==> config.mk <==
export PLATFORM = sky130hd
export DESIGN_NAME = sdc_reg_port_arbiter
export DESIGN_NICKNAME = d
export VERILOG_FILES = /design/src/rtl/sdc_reg_port_arbiter.sv
export SDC_FILE = /design/constraint.sdc
export NUM_CORES = 1
export LEC_CHECK = 0
export BUFFER_PORTS_ARGS = -buffer_cell sky130_fd_sc_hd__buf_4
export CAP_MARGIN = 30
export CELL_PAD_IN_SITES_DETAIL_PLACEMENT = 0
export CELL_PAD_IN_SITES_GLOBAL_PLACEMENT = 1
export CORE_MARGIN = 5
export CORE_UTILIZATION = 33
export DETAILED_ROUTE_END_ITERATION = 12
export MAX_ROUTING_LAYER = met4
export PLACE_DENSITY = 0.93
export REMOVE_ABC_BUFFERS = 1
export SYNTH_ARGS = -nofsm -noshare
export SYNTH_HDL_FRONTEND = slang
export SYNTH_SLANG_ARGS = --single-unit
==> constraint.sdc <==
create_clock -name clk -period 3.3 [get_ports clk]
set_input_delay 0.495 -clock clk [delete_from_list [all_inputs] [get_ports clk]]
set_output_delay 0.495 -clock clk [all_outputs]
set_load 0.03 [all_outputs]
==> src/rtl/sdc_reg_port_arbiter.sv <==
// rtl/sdc_reg_port_arbiter.sv - round-robin arbiter sharing the host controller register port
// between the PUC and sequencer requesters.
module sdc_reg_port_arbiter #(
   parameter int unsigned RD_LAT      = 2,
   parameter logic [11:0] CMD_REG_IDX = 12'h00E
) (
   input  logic        clk,
   input  logic        reset,
   input  logic        cmd_busy,
   input  logic        mreq,
   input  logic        mwe,
   input  logic [11:0] midx,
   input  logic [15:0] mwdata,
   input  logic [2:0]  mattr,
   output logic        mgnt,
   output logic        mdone,
   input  logic        sreq,
   input  logic        swe,
   input  logic [11:0] sidx,
   input  logic [15:0] swdata,
   input  logic [2:0]  sattr,
   output logic        sgnt,
   output logic        sdone,
   output logic [31:0] rdata,
   output logic        wr_reg_strb,
   output logic [11:0] wr_reg_index,
   output logic [31:0] wr_reg_output,
   output logic [2:0]  reg_attr,
   output logic [11:0] rd_reg_index,
   input  logic [31:0] rd_reg_data,
   output logic        busy
);

   typedef enum logic [1:0] {IDLE, ISSUE, RD_WAIT, ACK} state_t;

   state_t      r_state, w_state_nxt;
   logic        r_we;
   logic [11:0] r_idx;
   logic [15:0] r_wdata;
   logic [2:0]  r_attr;
   logic        r_own_s;
   logic        r_last_s;
   logic [2:0]  r_cnt, w_cnt_nxt;
   logic        r_mgnt, r_sgnt, r_mdone, r_sdone, r_strb;
   logic [31:0] r_rdata;
   logic        w_m_elig, w_s_elig, w_grant_m, w_grant_s;
   logic        w_capture, w_strb_nxt, w_ack;

   // The requester whose done is pulsing still holds req this cycle; mask it so it is not re-granted.
   assign w_m_elig = mreq & ~r_mdone & ~(mwe & (midx == CMD_REG_IDX) & cmd_busy);
   assign w_s_elig = sreq & ~r_sdone & ~(swe & (sidx == CMD_REG_IDX) & cmd_busy);

   always_comb begin
      w_state_nxt = r_state;
      w_cnt_nxt   = r_cnt;
      w_grant_m   = 1'b0;
      w_grant_s   = 1'b0;
      w_capture   = 1'b0;
      w_strb_nxt  = 1'b0;
      w_ack       = 1'b0;
      case (r_state)
         IDLE: begin
            if (w_s_elig && (!w_m_elig || !r_last_s)) w_grant_s = 1'b1;
            else if (w_m_elig)                        w_grant_m = 1'b1;
            if (w_grant_m || w_grant_s) begin
               w_state_nxt = ISSUE;
               w_cnt_nxt   = 3'(RD_LAT);
            end
         end
         ISSUE, RD_WAIT: begin
            // Read index is already on the port from the grant edge, so counting starts in ISSUE.
            if (r_we) begin
               w_strb_nxt  = 1'b1;
               w_state_nxt = ACK;
            end else if (r_cnt == 3'd1) begin
               w_capture   = 1'b1;
               w_state_nxt = ACK;
            end else begin
               w_cnt_nxt   = r_cnt - 3'd1;
               w_state_nxt = RD_WAIT;
            end
         end
         ACK: begin
            w_ack       = 1'b1;
            w_state_nxt = IDLE;
         end
         default: w_state_nxt = IDLE;
      endcase
   end

   always_ff @(posedge clk) begin
      if (reset) begin
         r_state  <= IDLE;
         r_cnt    <= 3'd0;
         r_we     <= 1'b0;
         r_idx    <= 12'd0;
         r_wdata  <= 16'd0;
         r_attr   <= 3'd0;
         r_own_s  <= 1'b0;
         r_last_s <= 1'b1;
         r_mgnt   <= 1'b0;
         r_sgnt   <= 1'b0;
         r_mdone  <= 1'b0;
         r_sdone  <= 1'b0;
         r_strb   <= 1'b0;
         r_rdata  <= 32'd0;
      end else begin
         r_state <= w_state_nxt;
         r_cnt   <= w_cnt_nxt;
         r_mgnt  <= w_grant_m;
         r_sgnt  <= w_grant_s;
         r_strb  <= w_strb_nxt;
         r_mdone <= w_ack & ~r_own_s;
         r_sdone <= w_ack & r_own_s;
         if (w_grant_m || w_grant_s) begin
            r_own_s  <= w_grant_s;
            r_last_s <= w_grant_s;
            r_we     <= w_grant_s ? swe    : mwe;
            r_idx    <= w_grant_s ? sidx   : midx;
            r_wdata  <= w_grant_s ? swdata : mwdata;
            r_attr   <= w_grant_s ? sattr  : mattr;
         end
         if (w_capture) r_rdata <= rd_reg_data;
      end
   end

   assign mgnt          = r_mgnt;
   assign sgnt          = r_sgnt;
   assign mdone         = r_mdone;
   assign sdone         = r_sdone;
   assign wr_reg_strb   = r_strb;
   assign wr_reg_index  = r_idx;
   assign wr_reg_output = {16'h0000, r_wdata};
   assign reg_attr      = r_attr;
   assign rd_reg_index  = r_idx;
   assign rdata         = r_rdata;
   assign busy          = (r_state != IDLE);

endmodule

### Word level (Yosys, flattened, before mapping)

Index checks and enable logic that the tools add are counted.
Widths: inputs -> output; s select.

* register bits: 76
* output and inout port bits: 97
* input bits: 101
* word-level logic and storage cells: 76

* $add $sub $neg: 1
* equal/unequal tests: 9
* bitwise operators: 16
* reduce and logical (&&, ||, !) cells: 12
* multiplexer cells: 24

Operators by type and width (number)
* $eq 12x4->1 const B: 2
* $mux 16: 1
* $mux 1: 15
* $mux 12: 1
* $mux 3: 4
* $and 1x1->1: 10
* $ne 2x2->1 const B: 3
* $not 1->1: 6
* $pmux 2 s3: 1
* $pmux 3 s2: 1
* $eq 2x2->1 const B: 2
* $reduce_and 4->1: 1
* $reduce_bool 2->1: 2
* $reduce_or 2->1: 2
* $eq 3x1->1 const B: 1
* $logic_or 1x1->1: 3
* $sub 3x1->3 const B: 1
* $eq 2x1->1 const B: 1
* $logic_not 1->1: 2
* $logic_not 2->1: 1
* $mux 2: 1
* $logic_and 1x1->1: 1

### Logic depth before layout (Yosys ltp)

* depth in word-level cells: 13
* depth in mapped cells: 8
* depth with buffers taken out: 7

### Worst setup path before layout

Ideal clock, no wire load.

* path kind: input -> register
* from: input sidx[9]
* to: register r_idx[5] (netlist: rd_reg_index[5])
* stages: 7
* data arrival time: 1.693 ns
* setup slack: 1.474 ns
* path through: nor4b_2 -> nand4_2 -> a32o_1 -> buf_6 -> buf_2 -> nor2_1 -> a311oi_1

* longest elaborated chain between the ends: 10
* elaborated cells between the ends (all ways): 14
* those cells by class: eq/ne: 1; mux: 7; bitwise: 4; reduce/logical: 2

Ends and longest elaborated chain
* start: declaration: line 19 `input logic [11:0] sidx,`
* $eq 12x4->1 *: line 51 `assign w_s_elig = sreq & ~r_sdone & ~(swe & (sidx == CMD_REG_IDX) & cmd_busy);`
* $and 1x1->1 * (2 in series): line 51
* $not 1->1 *: line 51
* $and 1x1->1 *: line 51
* $logic_and 1x1->1 *: line 63 `if (w_s_elig && (!w_m_elig || !r_last_s)) w_grant_s = 1'b1;`
* $mux 1: line 63
* $mux 1 (2 in series): line 61 `case (r_state)`
* $mux 12 or $logic_or 1x1->1 (tied branches): line 119, 115
* end signal: assignment: line 119 `r_idx <= w_grant_s ? sidx : midx;`
* end: declaration: line 38 `logic [11:0] r_idx;`

Mark *: on every way between the ends. The rest lies on a longest branch, timed or not. The select of a mux whose other input is x is not followed.
A chain may end at the register's enable or synchronous reset.

### Worst setup path after layout

* from: register r_state[0]
* to: register r_idx[2] (netlist: rd_reg_index[2])

* longest elaborated chain between the ends: 3
* elaborated cells between the ends (all ways): 5
* those cells by class: mux: 3; reduce/logical: 2

Ends and longest elaborated chain
* start: declaration: line 36 `state_t r_state, w_state_nxt;`
* start signal: assignment: line 108 `r_state <= w_state_nxt;`
* $logic_not 2->1 *: line 61
* $mux 1: line 61
* $mux 12 or $logic_or 1x1->1 (tied branches): line 119, 115

Mark *: on every way between the ends. The rest lies on a longest branch, timed or not.

==> flow_metrics.tcl <==
set metrics [dict create \
    outcome "finished, final reports clean" \
    setup_viol 0 \
    drc 0 \
    postSynthAreaPerCell_um2 8.165 \
    syn_to_final_growth_pct 43.40 \
    die_h_um 112.4 \
    hold_viol 0 \
    num-fill-cells 990 \
    hp-class "primary input to flip-flop" \
    cts_made_buffers 9 \
    synth-seq-cells 76 \
    maxCapViolations 0 \
    grt_pass1_vias 3377 \
    drt_wl_total_um 10100 \
    ant_nets 0 \
    maxSlewHeadroom_pct 46.88 \
    yosys_warnings 0 \
    fin_total_pwr_mw 4.158 \
    mostFrequentLayoutCells "buf_4, nand2_1, dfxtp_1, nor2_1, a21oi_1" \
    hpwlAfterDp_um 7723 \
    start_kind "flip-flop" \
    worstRegToRegCells 7 \
    finish.net_count 684 \
    drive_above_1_share_pct 36.82 \
    first_iter_violations 223 \
    crit_path_max_incr_delay_ns 0.69 \
    drtPass1Iterations 4 \
    critPathLaunch "r_state[0]" \
    leakagePower_nw 2.263 \
    viasPerCell 4.768 \
    p_per_area_mw_per_mm2 837.5 \
    io_buffer_count 181 \
    synth_xor_area_share_pct 0 \
    cts_resized 0 \
    reg2reg_from "r_state[0]" \
    overflow 0 \
    antenna_found_initial 0 \
    cts.root.buffer_cell "clkbuf_8" \
    syn_area_mm2 0.003462 \
    period_needed_ns 2.404 \
    crit_fanout 39 \
    r2r_slack_ns 0.90 \
    tightestPinTransition_ns 0.7968 \
    cts_sinks 76 \
    ys_types 41 \
    worstSetupEndpoint "rd_reg_index[2]" \
    clk_latency_ns 0.34 \
    die_w_um 112.4 \
    period_share_pct 72.85 \
    grt_max_degree 74 \
    cp_slowest_cell "a32o_2" \
    drv_slew 0 \
    register_area_mm2 0.001521 \
    r2r_end "rd_reg_index[2]" \
    path_buf_inv 2 \
    multi_input_comb_area_mm2 0.001610 \
    rows 37 \
    synth_mux_area_share_pct 0.2891 \
    synth_cells 424 \
    yosysSeqAreaShare_pct 43.95 \
    cp.arrival_ns 2.64 \
    fmax_mhz 415.9 \
    critPathKind "flip-flop to flip-flop" \
    endpoint_kind "flip-flop" \
    grt_use_total_pct 15.77 \
    final.setup_skew_ns 0.01274 \
    grt_pass1_wl_um 15900 \
    synth_top_family_by_area "simple AND/OR/NAND/NOR gates" \
    pin_count 198 \
    required_ns 3.54 \
    cts_max_level 3 \
    initial_core_util_pct 33.69 \
    detailedPlace.worstSlack_ns 0.6170 \
    synth-main-ff-cell "dfxtp_1" \
    coreArea_mm2 0.01028 \
    clk_pin_slew_ns 0.09 \
    synth-edff-count 0 \
    synthArstFlopShare_pct 0 \
    yosys.area_share.simple_pct 25.33 \
    rsz0062_at_grt "false" \
    wl_per_cell_um 14.03 \
    synth-compound-area-share_pct 17.60 \
    dieArea_mm2 0.01264 \
    dr_total_vias 3433 \
    totalNegativeSetupSlack_ns 0 \
    final_common_cell "buf_4" \
    diodes 0 \
    holdBufCountCts 0 \
    ir_worst_vdd_mv 0.4873 \
    path_cells "inv_1 > ha_1 > and2_1 > a32o_2 > buf_4 > nor2_1 > a311oi_1" \
    path_depth 7 \
    hold_slack_ns 0.3888 \
    cts_tree "yes" \
    cp_top_family "compound AO/OA/AOI/OAI gates" \
    place_congestion 0.7946 \
    cts_setup_buffers 0 \
    timing.final.ws_setup_ns 0.8959 \
    clk_path_buf_depth 2 \
    synthAdderAreaFrac_pct 1.446 \
]
-- cells in the mapped netlist (2+ instances only) --
library cell    n  area (um2)
inv_1           7       26.28
ha_1            4       50.05
nand3_1         3       15.01
and3_1          2       12.51
clkbuf_1       15       56.30
a21oi_1        37       185.2
buf_6           4       45.04
nand4_2         2       25.02
nor4b_2         2       30.03
nand2b_1        2       12.51
buf_4          30       225.2
nor2b_1         4       25.02
a311oi_1       29       254.0
and4b_1         2       20.02
nand2_1       133       499.2
o21ai_0         2       10.01
dfxtp_1        76        1521
a311oi_2        3       45.04
buf_2           6       30.03
nor2_1         40       150.1
-- metal layers --
layer | part of all wire, % | track usage [%] | up-vias
li1 | - | - | 1703
met1 | 44 | 19.21 | 1544
met2 | 45 | 24.91 | 169
met3 | 9.0 | 4.151 | 17
met4 | 2.0 | 6.250 | 0
met5 | 0 | - | -
-- worst min path at each step --
stage	end	slack, ns	cells after the start	from
detailed placement	mdone	0.44	1	r_own_s
floorplan	mdone	0.41	1	r_own_s
finish	rdata[15]	0.39	3	rd_reg_data[15]
CTS	rdata[15]	0.37	3	rd_reg_data[15]
global route	rdata[15]	0.37	3	rd_reg_data[15]
global placement	mdone	0.43	1	r_own_s
-- flip-flops by register name, summed over array words and instances (netlist names), 2 cells and up --
| signal | flops |
|---|---|
| rd_reg_index | 12 |
| reg_attr | 3 |
| r_state | 2 |
| r_cnt | 3 |
| r_wdata | 16 |
| rdata | 32 |
-- cells by family (layout without fill, tap and decap cells) --
logic type	Yosys count	count (layout)
simple gates	198	198
compound gates	81	81
flops	76	76
buf+inv	63	208
fa+ha+maj	4	4
other cells	1	16
mux	1	1
-- tightest hold or removal path, stage by stage --
cell	delay (ns)
buf_4	0.11
nand2_1	0.04
a21oi_1	0.05
-- power by group --
group,switching [mW],internal [mW]
logic,1.26,0.717
registers,0.160,1.16
clock network,0.359,0.508
total,1.78,2.38
-- final cells by class --
class	instances	area share, %
multi-input combinational	300	32.43
clock buffer	9	2.495
timing repair buffer	185	27.97
sequential	76	30.65
tap	136	3.427
inverter	7	0.5292
clock inverter	7	2.495
-- per-stage QoR --
stage	std cells	util (%)	cell area, um2
2_1_floorplan	383	-	3154
3_3_place_gp	704	45.90	4717
3_5_place_dp	704	45.90	4717
4_1_cts	720	48.31	4965
5_1_grt	720	48.31	4965
6_report	720	48.31	4965
No activity file was read; power rests on OpenSTA's default activity.
